$ cat src/rtl/fifo_uart_tx_if.sv
// FIFO-side bundle for fifo_uart_tx: read request/data from the FIFO plus the serial line and status.
// Handshake: rd_en is a one-cycle pop request issued only after FIFO_empty was seen low; fifo_data is valid the cycle after rd_en.
interface fifo_uart_tx_if #(
    parameter int DATA_WIDTH = 8
);
    logic                  FIFO_empty;
    logic [DATA_WIDTH-1:0] fifo_data;
    logic                  rd_en;
    logic                  tx;
    logic                  busy;
    logic                  frame_done;

    modport master (
        input  FIFO_empty,
        input  fifo_data,
        output rd_en,
        output tx,
        output busy,
        output frame_done
    );

    modport slave (
        output FIFO_empty,
        output fifo_data,
        input  rd_en,
        input  tx,
        input  busy,
        input  frame_done
    );
endinterface

$ cat src/rtl/fifo_uart_tx.sv
// FIFO drain stage: pops one word per frame and serialises it as UART (start, data LSB first, stop).
// Optional parity bit after the data bits is enabled by defining the macro PARITY_EN.
module fifo_uart_tx #(
    parameter int DATA_WIDTH   = 8,
    parameter int CLKS_PER_BIT = 16,
    parameter int STOP_BITS    = 1,
    parameter int PARITY_ODD   = 0
) (
    input  logic            clk,
    input  logic            rst,
    fifo_uart_tx_if.master  bus,
    output logic [2:0]      dbg_state_o
);
    localparam int BW = $clog2(CLKS_PER_BIT);
    localparam int CW = $clog2(DATA_WIDTH + 1);
    localparam logic [BW-1:0] BAUD_LAST = BW'(CLKS_PER_BIT - 1);
    localparam logic [CW-1:0] DATA_LAST = CW'(DATA_WIDTH - 1);
    localparam logic [CW-1:0] STOP_LAST = CW'(STOP_BITS - 1);

    if (CLKS_PER_BIT < 2 || (STOP_BITS != 1 && STOP_BITS != 2) ||
        (PARITY_ODD != 0 && PARITY_ODD != 1)) begin : g_bad_params
        $error("fifo_uart_tx: illegal parameter value");
    end

`ifdef PARITY_EN
    typedef enum logic [2:0] {
        IDLE = 3'd0, REQ = 3'd1, LOAD = 3'd2, START = 3'd3,
        DATA = 3'd4, PARITY = 3'd5, STOP = 3'd6
    } state_e;
`else
    typedef enum logic [2:0] {
        IDLE = 3'd0, REQ = 3'd1, LOAD = 3'd2, START = 3'd3,
        DATA = 3'd4, STOP = 3'd6
    } state_e;
`endif

    state_e                state_q, state_d;
    logic [BW-1:0]         baud_q, baud_d;
    logic [CW-1:0]         bit_q, bit_d;
    logic [DATA_WIDTH-1:0] shreg_q, shreg_d;
    logic                  tx_q, tx_d;
    logic                  rd_en_q, rd_en_d;
    logic                  baud_end;
`ifdef PARITY_EN
    logic                  par_q, par_d;
`endif

    assign baud_end = (baud_q == BAUD_LAST);

    always_ff @(posedge clk or posedge rst) begin
        if (rst) begin
            state_q <= IDLE;
            baud_q  <= '0;
            bit_q   <= '0;
            shreg_q <= '0;
            tx_q    <= 1'b1;
            rd_en_q <= 1'b0;
`ifdef PARITY_EN
            par_q   <= 1'b0;
`endif
        end else begin
            state_q <= state_d;
            baud_q  <= baud_d;
            bit_q   <= bit_d;
            shreg_q <= shreg_d;
            tx_q    <= tx_d;
            rd_en_q <= rd_en_d;
`ifdef PARITY_EN
            par_q   <= par_d;
`endif
        end
    end

    always_comb begin
        state_d = state_q;
        baud_d  = baud_q;
        bit_d   = bit_q;
        shreg_d = shreg_q;
`ifdef PARITY_EN
        par_d   = par_q;
`endif
        // Every bit-timed state shares one free-running baud count that wraps at the bit boundary.
        if (state_q == START || state_q == DATA || state_q == STOP
`ifdef PARITY_EN
            || state_q == PARITY
`endif
           ) begin
            baud_d = baud_end ? '0 : baud_q + 1'b1;
        end
        case (state_q)
            IDLE:  if (!bus.FIFO_empty) state_d = REQ;
            REQ:   state_d = LOAD;
            LOAD: begin
                shreg_d = bus.fifo_data;
`ifdef PARITY_EN
                par_d   = (^bus.fifo_data) ^ (PARITY_ODD != 0);
`endif
                baud_d  = '0;
                state_d = START;
            end
            START: if (baud_end) begin
                bit_d   = '0;
                state_d = DATA;
            end
            DATA: if (baud_end) begin
                shreg_d = shreg_q >> 1;
                if (bit_q == DATA_LAST) begin
                    bit_d = '0;
`ifdef PARITY_EN
                    state_d = PARITY;
`else
                    state_d = STOP;
`endif
                end else begin
                    bit_d = bit_q + 1'b1;
                end
            end
`ifdef PARITY_EN
            PARITY: if (baud_end) begin
                bit_d   = '0;
                state_d = STOP;
            end
`endif
            STOP: if (baud_end) begin
                if (bit_q == STOP_LAST) state_d = IDLE;
                else                    bit_d   = bit_q + 1'b1;
            end
            default: state_d = IDLE;
        endcase

        // tx is registered from the upcoming state so the line changes exactly on bit boundaries.
        case (state_d)
            START:   tx_d = 1'b0;
            DATA:    tx_d = shreg_d[0];
`ifdef PARITY_EN
            PARITY:  tx_d = par_q;
`endif
            default: tx_d = 1'b1;
        endcase
        rd_en_d = (state_d == REQ);
    end

    assign bus.tx         = tx_q;
    assign bus.rd_en      = rd_en_q;
    assign bus.busy       = (state_q != IDLE);
    assign bus.frame_done = (state_q == STOP) && baud_end && (bit_q == STOP_LAST);
    assign dbg_state_o    = state_q;
endmodule
$ cat src/flat_wrapper.sv
// flat-port wrapper written by rule: the top's interface ports become plain ports
module fifo_uart_tx_flat 
#(
    parameter int DATA_WIDTH   = 8,
    parameter int CLKS_PER_BIT = 16,
    parameter int STOP_BITS    = 1,
    parameter int PARITY_ODD   = 0
)
  (clk, rst, dbg_state_o, bus_FIFO_empty, bus_fifo_data, bus_rd_en, bus_tx, bus_busy, bus_frame_done);
  fifo_uart_tx_if #(.DATA_WIDTH(DATA_WIDTH)) bus_i ();
  input  logic clk;
  input  logic rst;
  output logic [2:0] dbg_state_o;
  input wire logic [$bits(bus_i.FIFO_empty)-1:0] bus_FIFO_empty;
  input wire logic [$bits(bus_i.fifo_data)-1:0] bus_fifo_data;
  output wire logic [$bits(bus_i.rd_en)-1:0] bus_rd_en;
  output wire logic [$bits(bus_i.tx)-1:0] bus_tx;
  output wire logic [$bits(bus_i.busy)-1:0] bus_busy;
  output wire logic [$bits(bus_i.frame_done)-1:0] bus_frame_done;
  assign bus_i.FIFO_empty = bus_FIFO_empty;
  assign bus_i.fifo_data = bus_fifo_data;
  assign bus_rd_en = bus_i.rd_en;
  assign bus_tx = bus_i.tx;
  assign bus_busy = bus_i.busy;
  assign bus_frame_done = bus_i.frame_done;
  fifo_uart_tx #(.DATA_WIDTH(DATA_WIDTH), .CLKS_PER_BIT(CLKS_PER_BIT), .STOP_BITS(STOP_BITS), .PARITY_ODD(PARITY_ODD)) u_core (.clk(clk), .rst(rst), .bus(bus_i), .dbg_state_o(dbg_state_o));
endmodule
$ cat config.mk
export PLATFORM = sky130hd
export DESIGN_NAME = fifo_uart_tx_flat
export DESIGN_NICKNAME = d
export VERILOG_FILES = /design/src/rtl/fifo_uart_tx_if.sv /design/src/rtl/fifo_uart_tx.sv /design/src/flat_wrapper.sv
export SDC_FILE = /design/constraint.sdc
export NUM_CORES = 1
export LEC_CHECK = 0
export BUFFER_PORTS_ARGS = -buffer_cell sky130_fd_sc_hd__buf_2
export CAP_MARGIN = 20
export CORE_ASPECT_RATIO = 1.1
export CORE_MARGIN = 2
export CORE_UTILIZATION = 50
export CTS_CLUSTER_DIAMETER = 80
export DETAILED_ROUTE_END_ITERATION = 16
export GPL_TIMING_DRIVEN = 0
export PLACE_DENSITY = 0.72
export SLEW_MARGIN = 20
export SYNTH_ARGS = -nofsm -noshare
export SYNTH_HDL_FRONTEND = slang
export SYNTH_SLANG_ARGS = --single-unit
$ cat constraint.sdc
create_clock -name clk -period 1.95 [get_ports clk]
set_input_delay 0.195 -clock clk [delete_from_list [all_inputs] [get_ports clk]]
set_output_delay 0.195 -clock clk [all_outputs]
set_load 0.01 [all_outputs]
==> results.toml <==
[worst_setup_path]
r2r_start = "u_core.bit_q[0]$_DFFE_PP0P_"
max_stage_delay_ns = 0.47
critPathMaxFanout = 6
r2r_slack_ns = 0.16
path_cells = "inv_1, ha_1, and4bb_1, o21a_1, or4_1, a21oi_1"
reg2reg_depth = 6
path_class = "reg -> reg"
crit_arrival_ns = 2.04
cp-start-kind = "flip-flop"
critPathTopFamily = "simple AND/OR/NAND/NOR gates"
worstReg2RegEnd = "u_core.bit_q[3]$_DFFE_PP0P_"
critPathRequiredTime_ns = 2.20
cpMaxStageDelayCell = "or4_1"
path_buf_inv = 1
cp-end-kind = "flip-flop"

[route]
drt_wl_total_um = 2528
wl_per_cell_um = 14.04
post_drt_via_cell_ratio = 5.678
ant_nets = 0
drc = 0
vias = 1022
drt-initial-drc-count = 32
dr.pass1.iters = 4

[synth]
ys_seq_area_frac = 0.4556
yosysWarningCount = 0
syn_avg_cell_area_um2 = 9.103
ys_ff_latch = 21
synth_nets = 141
syn_inst = 127
yosysUniqueCellTypes = 38
synth_area_um2 = 1156

[floorplan]
die_h_um = 54.43
io-pin-count = 18
core_area_um2 = 2230
rows = 18
fp.dieW_um = 49.85
start_util = 0.5185
die_area_um2 = 2713

[global_route]
grt_pass1_wl_um = 4119
grt_usage = 0.1996
antenna_found_initial = 0
grt_pass1_vias = 961
grt_max_degree = 22
gr-total-overflow = 0

[sta]
setup_tns_ns = 0
slew_viol_final = 0
hold_slack_ns = 0.02216
layout_min_cycle_time_ns = 1.788
relSlewSlack = 0.4516
post-route-period-util = 0.9170
setup_violations = 0
timing.fmax_mhz = 559.3
hold_viol = 0
worst_pin_slew_ns = 0.8217
clock_skew_ns = 0.004505

[cts]
clockBufferDepth = 2
clk-insertion-delay-late_ns = 0.31
cts_tree = "built"
cts_buffers = 3
cts-root-buf = "clkbuf_4"
clkTransAtPathRegs_ns = 0.12
cts_sinks = 21
cts_hold_buffers = 0
htreeDepth = 1

[pwr]
leakage_nw = 0.6452
ir_worst_vdd_v = 0.0003387
powerDensity_nw_per_um2 = 514.3

[place]
gp_congestion = 0.7949
io_buffers = 17
place_hpwl_um = 1752

[layout]
num_antenna_cells = 0
drive_gt1_frac = 0.2333
layout.nets = 165
area_growth_pct = 16.77

[run_status]
status = "finished clean"

[worst_hold_path]
hold_class = "in -> async"

[run]
drv_cap = 0
==> worst register-to-register path, stage by stage (launching register included) <==
cell and delay, ns:
dfrtp_1 0.40, inv_1 0.07, ha_1 0.21, and4bb_1 0.19, o21a_1 0.22, or4_1 0.48, a21oi_1 0.15
==> placed cells by master (no fill, tap or decap), drive strengths merged <==
cell    netlist  final
nor2b         2      2
a21oi         3      3
a221o         1      1
o21a          1      1
dfstp         1      1
buf           4     23
inv           6      6
a21boi        1      1
a22o          2      2
and2          1      1
dfrtp        20     20
o31ai         2      2
nand3         5      5
or4           1      1
nor3b         1      1
nand3b        1      1
o21ai        14     14
nand2b        3      3
nor3          1      1
a2111o        1      1
and4bb        2      2
nand4         1      1
o22ai         1      1
nand2        21     21
and3          3      3
nor2          9      9
a32o          1      1
clkbuf        1      5
a21o          1      1
a31oi         2      2
o211ai        1      1
a221oi        2      2
a22oi         7      7
ha            3      3
a211oi        1      1
==> layout make-up <==
| cell class | instances | area [um2] |
|---|---|---|
| inverter | 6 | 22.52 |
| fill | 193 | 879.6 |
| multi-input combinational | 95 | 603.1 |
| sequential | 21 | 528.0 |
| clock buffer | 4 | 26.28 |
| tap | 30 | 37.54 |
| timing repair buffer | 19 | 100.1 |
| buffer | 5 | 32.53 |
==> cell families after synthesis <==
| logic type | share of synthesized area |
|---|---|
| buffers and inverters | 0.04220 |
| AO/OA/AOI/OAI | 0.2435 |
| adder cells (fa/ha/maj) | 0.03247 |
| AND/OR/NAND/NOR | 0.2262 |
| flip-flops | 0.4556 |
==> worst max path at each step <==
stage	end	startpoint	depth (start not counted)	slack, ns
4_1_cts	bus_frame_done	u_core.baud_q[0]$_DFFE_PP0P_	6	0.03
5_1_grt	bus_frame_done	u_core.baud_q[1]$_DFFE_PP0P_	6	-0.001
3_3_place_gp	u_core.bus.tx$_DFF_PP1_	u_core.baud_q[0]$_DFFE_PP0P_	6	0.06
2_1_floorplan	u_core.bus.tx$_DFF_PP1_	u_core.baud_q[0]$_DFFE_PP0P_	6	0.21
6_report	u_core.bit_q[3]$_DFFE_PP0P_	u_core.bit_q[0]$_DFFE_PP0P_	6	0.16
3_5_place_dp	u_core.bus.tx$_DFF_PP1_	u_core.baud_q[0]$_DFFE_PP0P_	6	0.05
==> Yosys cell counts (all sizes together) <==
library cell   n  area share
buf            4       0.019
o31ai          2       0.013
nand2b         3       0.016
o22ai          1      0.0054
a21o           1      0.0065
a221oi         2       0.015
dfrtp         20        0.43
nand3b         1      0.0097
and3           3       0.016
nor2           9       0.029
nand4          1      0.0054
dfstp          1       0.023
inv            6       0.019
and4bb         2       0.022
a211oi         1      0.0065
nor3b          1       0.011
a2111o         1      0.0097
o211ai         1      0.0065
nor3           1      0.0043
and2           1      0.0054
a22oi          7       0.045
a21oi          3       0.013
a221o          1      0.0087
a22o           2       0.015
ha             3       0.032
nor2b          2       0.011
nand2         21       0.068
nand3          5       0.022
o21ai         14       0.061
a21boi         1      0.0065
a32o           1      0.0087
clkbuf         1      0.0032
o21a           1      0.0065
or4            1      0.0065
a31oi          2       0.016
==> metrics by stage <==
step / area [um2] / instances / setup WS (ns) / util / total power [mW]
CTS: 1309 / 178 / 0.02640 / 0.5870 / 0.7007
global placement: 1279 / 174 / 0.06041 / 0.5735 / 0.4880
global route: 1350 / 180 / -0.001236 / 0.6055 / 0.7202
finish: 1350 / 180 / 0.1619 / 0.6055 / 0.6944
detailed placement: 1279 / 174 / 0.04976 / 0.5735 / 0.4891
floorplan: 1156 / 127 / 0.2118 / - / 0.4731
==> flip-flops by register name, summed over array words and instances, names as in the netlist <==
name / cells
u_core.bus.tx: 1
u_core.bit_q: 4
u_core.shreg_q: 8
u_core.bus.rd_en: 1
u_core.dbg_state_o: 3
u_core.baud_q: 4
==> power by group <==
part | total, mW | leakage (nW) | switching, mW | internal (mW)
combinational | 0.0313 | 0.385 | 0.0169 | 0.0144
sequential | 0.448 | 0.245 | 0.00409 | 0.444
clock | 0.215 | 0.0150 | 0.135 | 0.0800
==> per-layer routing <==
| layer | part of all wire | global-route usage | vias to the layer above |
|---|---|---|---|
| li1 | - | - | 507 |
| met1 | 0.47 | 0.2578 | 492 |
| met2 | 0.49 | 0.3400 | 20 |
| met3 | 0.035 | 0.03005 | 3 |
| met4 | 0.0091 | 0.08333 | 0 |
| met5 | 0 | 0 | - |
==> what timing repair did <==
item / CTS / global route
setup buffers: 0 / 2
gates resized for setup: 2 / 5
gates cloned: 0 / 0
pin swaps: 0 / 0
setup endpoints to repair: 1 / 3
(Power assumes the default switching activity.)
